<file path="src/rtl/demux5_pkg.sv">
// Shared types and constants for the 1:5 slot demultiplexer.
// DEMUX5_PARITY_EN adds a sixth (parity) slot per frame.
package demux5_pkg;

  localparam int NUM_LANES = 5;

  typedef logic [2:0] slot_t;

  localparam slot_t SLOT_LAST_NOPAR = 3'd4;
  localparam slot_t SLOT_PARITY     = 3'd5;

`ifdef DEMUX5_PARITY_EN
  localparam slot_t SLOT_LAST = SLOT_PARITY;
`else
  localparam slot_t SLOT_LAST = SLOT_LAST_NOPAR;
`endif

endpackage

</file>
<file path="src/rtl/demux5_slot_ctr.sv">
// Slot counter: sync restart, enable, wrap at SLOT_LAST.
// Honours DEMUX5_PARITY_EN through demux5_pkg::SLOT_LAST.
import demux5_pkg::*;

module demux5_slot_ctr (
  input  logic  clk,
  input  logic  reset_n,
  input  logic  sync_i,
  input  logic  en_i,
  output slot_t slot_o,
  output logic  last_o
);

  slot_t slot_q;
  slot_t slot_d;

  assign slot_o = slot_q;
  assign last_o = (slot_q == SLOT_LAST);

  // A word accepted alongside sync lands in slot 0.
  always_comb begin
    slot_d = slot_q;
    if (sync_i) begin
      slot_d = en_i ? 3'd1 : 3'd0;
    end else if (en_i) begin
      slot_d = last_o ? 3'd0 : slot_q + 3'd1;
    end
  end

  always_ff @(posedge clk or negedge reset_n) begin
    if (!reset_n) begin
      slot_q <= '0;
    end else begin
      slot_q <= slot_d;
    end
  end

endmodule

</file>
<file path="src/rtl/demux5_tdm.sv">
// 1:5 TDM demultiplexer: assembles serial slots into a 5-lane frame.
// DEMUX5_PARITY_EN enables the even-parity slot and parity_err.
import demux5_pkg::*;

module demux5_tdm #(
  parameter int W = 1
) (
  input  logic                 clk,
  input  logic                 reset_n,
  input  logic                 sync,
  input  logic [W-1:0]         din,
  input  logic                 in_valid,
  output logic                 in_ready,
  output logic [NUM_LANES*W-1:0] dout,
  output logic                 out_valid,
  input  logic                 out_ready,
  output logic [2:0]           slot,
  output logic                 parity_err
);

  logic  accept;
  logic  last;
  logic  done;
  slot_t wr_slot;

  logic [NUM_LANES-1:0][W-1:0] asm_q;
  logic [NUM_LANES-1:0][W-1:0] frame_d;
  logic [NUM_LANES-1:0][W-1:0] dout_q;
  logic                        out_valid_q;

  assign in_ready = !(last && out_valid_q && !out_ready);
  assign accept   = in_valid && in_ready;
  assign wr_slot  = sync ? slot_t'(0) : slot;
  assign done     = accept && last && !sync;

  assign dout      = dout_q;
  assign out_valid = out_valid_q;

  demux5_slot_ctr u_ctr (
    .clk     (clk),
    .reset_n (reset_n),
    .sync_i  (sync),
    .en_i    (accept),
    .slot_o  (slot),
    .last_o  (last)
  );

  // Partial frames are overwritten, never cleared, on sync.
  always_ff @(posedge clk or negedge reset_n) begin
    if (!reset_n) begin
      asm_q <= '0;
    end else begin
      for (int k = 0; k < NUM_LANES; k++) begin
        if (accept && wr_slot == slot_t'(k)) begin
          asm_q[k] <= din;
        end
      end
    end
  end

  always_comb begin
    frame_d = asm_q;
`ifndef DEMUX5_PARITY_EN
    frame_d[NUM_LANES-1] = din;
`endif
  end

  always_ff @(posedge clk or negedge reset_n) begin
    if (!reset_n) begin
      dout_q      <= '0;
      out_valid_q <= 1'b0;
    end else if (done) begin
      dout_q      <= frame_d;
      out_valid_q <= 1'b1;
    end else if (out_valid_q && out_ready) begin
      out_valid_q <= 1'b0;
    end
  end

`ifdef DEMUX5_PARITY_EN
  logic [W-1:0] par_d;
  logic         perr_q;

  always_comb begin
    par_d = din;
    for (int k = 0; k < NUM_LANES; k++) begin
      par_d = par_d ^ frame_d[k];
    end
  end

  always_ff @(posedge clk or negedge reset_n) begin
    if (!reset_n) begin
      perr_q <= 1'b0;
    end else if (done) begin
      perr_q <= |par_d;
    end
  end

  assign parity_err = perr_q;
`else
  assign parity_err = 1'b0;
`endif

endmodule
</file>
<file path="config.mk">
export PLATFORM = sky130hd
export DESIGN_NAME = demux5_tdm
export DESIGN_NICKNAME = d
export VERILOG_FILES = /design/src/rtl/demux5_pkg.sv /design/src/rtl/demux5_slot_ctr.sv /design/src/rtl/demux5_tdm.sv
export SDC_FILE = /design/constraint.sdc
export NUM_CORES = 1
export LEC_CHECK = 0
export BUFFER_PORTS_ARGS = -buffer_cell sky130_fd_sc_hd__buf_2
export CAP_MARGIN = 10
export CORE_MARGIN = 1
export CORE_UTILIZATION = 38
export CTS_BUF_LIST = sky130_fd_sc_hd__clkbuf_4
export DETAILED_ROUTE_END_ITERATION = 8
export SLEW_MARGIN = 20
export SYNTH_ARGS = -nofsm -noshare
export SYNTH_HDL_FRONTEND = slang
export SYNTH_HIERARCHICAL = 1
export SYNTH_SLANG_ARGS = --single-unit
</file>
<file path="constraint.sdc">
create_clock -name clk -period 1.7 [get_ports clk]
set_clock_uncertainty 0.15 [all_clocks]
set_input_delay 0.17 -clock clk [delete_from_list [all_inputs] [get_ports clk]]
set_output_delay 0.17 -clock clk [all_outputs]
set_load 0.01 [all_outputs]
</file>
==> metrics.cfg <==
[status]
status=complete, but fails checks
violations=setup timing

[floorplanning]
die_width_um=44.2
fp.dieH_um=44.2
coreArea_um2=1590
die_area_um2=1960
ios=17
start_util_pct=42.5
rows=14

[worst_setup_path]
critPathRequiredTime_ns=1.38
cp_max_fo=3
worstSetupEndpointType=output port
path_class=reg -> out
crit_arrival_ns=1.48
crit_slowest_cell=dfrtp_2
cpLargestDelayFamily=buffers and inverters
slowest_delay_ns=0.41
worstPathCellList=inv_2 -> ha_4 -> and2_4 -> nand3b_1 -> buf_6 -> buf_6 -> buf_6
cp_common_cell=buf_6
crit_buf_inv=4
start_kind=flip-flop

[clocking]
cts_sinks=13
clk_pin_slew_ns=0.08
clock-root-buffer=clkbuf_4
htree_levels=1
clkLatencyLatePin_ns=0.28
clk_path_buf_depth=2
numCtsBuffers=3
cts_tree=built

[timing]
rsz0062_at_grt=yes
worst_slack_ns=-0.100
drv_slew=0
hold_viol=0
fin_crit_ns=1.80
setup_violations=6
max_freq_ghz=0.555
fin_crit_sh_pct=106

[synthesis]
yosysSeqAreaShare_pct=48.0
synth_nets=62
syn_inst=54
ys_types=25
syn-cell-area_um2=678
synth-seq-cells=13
avgSynthCellArea_um2=12.6
synth_warnings=6

[power]
p_leak_nw=0.484
power_density_nw_per_um2=853
power_w=0.000809
ir_worst_vdd_v=0.000529

[drt]
wl_per_cell_um=13.2
final_antenna_net_count=0
drtPass1Iterations=5
vias=504
first_iter_violations=7
vias_per_cell=4.75
wl_um=1400
drc=0

[layout]
syn2layout_area_growth_pct=39.9
final_net_count=91
fillCellCount=138
drive_gt1_share_pct=62.2
antenna_cells=0

[min_path]
min_path_type=in -> reg

[placed_design]
gp_congestion=0.771
pre_cts_ws_ns=-0.0101
hpwl_um=934
port-buffer-count=15

[job]
cap_violations=0

[grt]
globalRouteTotalUtil_pct=17.7
antenna_found_initial=0
grt_max_degree=14
grt_pass1_wl_um=2420
grt_pass1_vias=520
overflow=0

## worst register-to-register path, stage by stage, from the launching register on
cell and delay [ns]:
dfrtp_2 0.41, inv_2 0.07, ha_4 0.13, and2_4 0.13
nand3b_1 0.10, buf_6 0.14, buf_6 0.11, o211ai_1 0.10
mux2_1 0.34
## logic make-up (layout without fill, tap and decap cells)
logic type / Yosys count / after routing / share of synthesized area [%]
adder cells (fa/ha/maj): 2 / 2 / 3.69
flip-flops: 13 / 13 / 48.0
AND/OR/NAND/NOR: 18 / 18 / 19.2
buffers and inverters: 6 / 34 / 4.98
multiplexers: 10 / 10 / 19.2
other: 1 / 1 / 0.553
AO/OA/AOI/OAI: 4 / 4 / 4.43
## layer usage
metal  up-vias  track usage, %  part of all wire [%]
met4         0            3.64                  0.71
li1        247               -                     -
met5         -               0                     0
met1       240            19.9                    42
met3         2            6.12                   4.1
met2        15            32.1                    53
## path summary, 6_finish.rpt
path	start	endpoint	slack [ns]	depth (start not counted)
max in group asynchronous	reset_n	u_ctr/slot_o[0]$_DFFE_PN0P_	0.99	2
hold reg to reg	asm_q[0]$_DFFE_PN0P_	asm_q[0]$_DFFE_PN0P_	0.35	1
min in group asynchronous	reset_n	out_valid$_DFFE_PN0P_	0.16	2
setup / recovery	u_ctr/slot_o[1]$_DFFE_PN0P_	in_ready	-0.10	7
setup reg to reg	u_ctr/slot_o[1]$_DFFE_PN0P_	asm_q[0]$_DFFE_PN0P_	-0.09	8
hold / removal	sync	u_ctr/slot_o[1]$_DFFE_PN0P_	0.01	2
## cell type report
| cell class | count | area, um^2 | area share, % |
|---|---|---|---|
| repair buffers | 26 | 178 | 18.7 |
| well taps | 24 | 30.0 | 3.17 |
| clock buffers | 4 | 30.0 | 3.17 |
| flip-flops and latches | 13 | 328 | 34.6 |
| inverters | 4 | 15.0 | 1.58 |
| multi-input cells | 35 | 368 | 38.8 |
## stage by stage
step	cells	TNS [ns]	hold slack [ns]	util [%]	area, um^2
after global routing	106	-0.799	0.0142	59.5	948
final	106	-0.369	0.0115	59.5	948
after global placement	98	0	-0.0759	52.6	838
after CTS	106	-0.335	0.00402	58.9	938
after detailed placement	98	-0.0111	-0.0743	52.6	838
after floorplan	54	-0.563	-0.276	-	699
## synth_stat cells
cell | n | area (um^2)
and4bb_1 | 2 | 25.0
inv_1 | 4 | 15.0
and3_4 | 1 | 11.3
conb_1 | 1 | 3.75
nor4b_2 | 1 | 15.0
dfrtp_1 | 13 | 325
mux2_4 | 5 | 75.1
buf_4 | 1 | 7.51
o21ai_0 | 1 | 5.00
nor3_1 | 1 | 5.00
o311ai_1 | 1 | 8.76
nand2_1 | 3 | 11.3
mux2_1 | 4 | 45.0
buf_6 | 1 | 11.3
nand3_1 | 2 | 10.0
nor2b_1 | 1 | 6.26
and2_1 | 2 | 12.5
nor2_1 | 1 | 3.75
o211ai_1 | 1 | 7.51
or3b_1 | 1 | 8.76
ha_1 | 2 | 25.0
nand2b_1 | 1 | 6.26
a31o_2 | 1 | 8.76
nand3b_1 | 2 | 15.0
mux2i_1 | 1 | 10.0
## power by group
group          total (W)  internal (W)  switching, W
Combinational   0.000212      0.000127     0.0000857
Sequential      0.000394      0.000365     0.0000299
Clock           0.000203      0.000107     0.0000957
## cell usage in the layout, fill, tap and decap left out
cell type and count:
nand2b_1 1, conb_1 1, mux2_4 8, nor4b_2 1, dfrtp_2 2, and4bb_1 2, nand3b_1 2, and3_4 1
dfrtp_1 11, mux2_1 1, nand2_1 3, nand3_2 2, nor2b_1 1, buf_4 7, buf_2 14, o21ai_0 1
dlygate4sd3_1 1, nor3_1 1, clkbuf_4 4, mux2i_1 1, o311ai_2 1, and2_4 2, ha_4 1, or3b_4 1
o211ai_1 1, a31o_2 1, buf_6 4, inv_1 2, ha_1 1, inv_2 2, nor2_1 1
## what timing repair did
action | 4_1_cts | 5_1_grt
buffers inserted | 3 | 0
setup endpoints to repair | 3 | 12
resized for setup | 7 | 2
hold buffers | 1 | 0
hold endpoints to repair | 13 | 0
pin swaps | 3 | 2
## state kept, by name, summed over array words and instances (netlist names)
register / flops
asm_q: 4
dout: 5
out_valid: 1
u_ctr/slot_o: 3
Note: power is estimated with default switching activity, not from simulation.
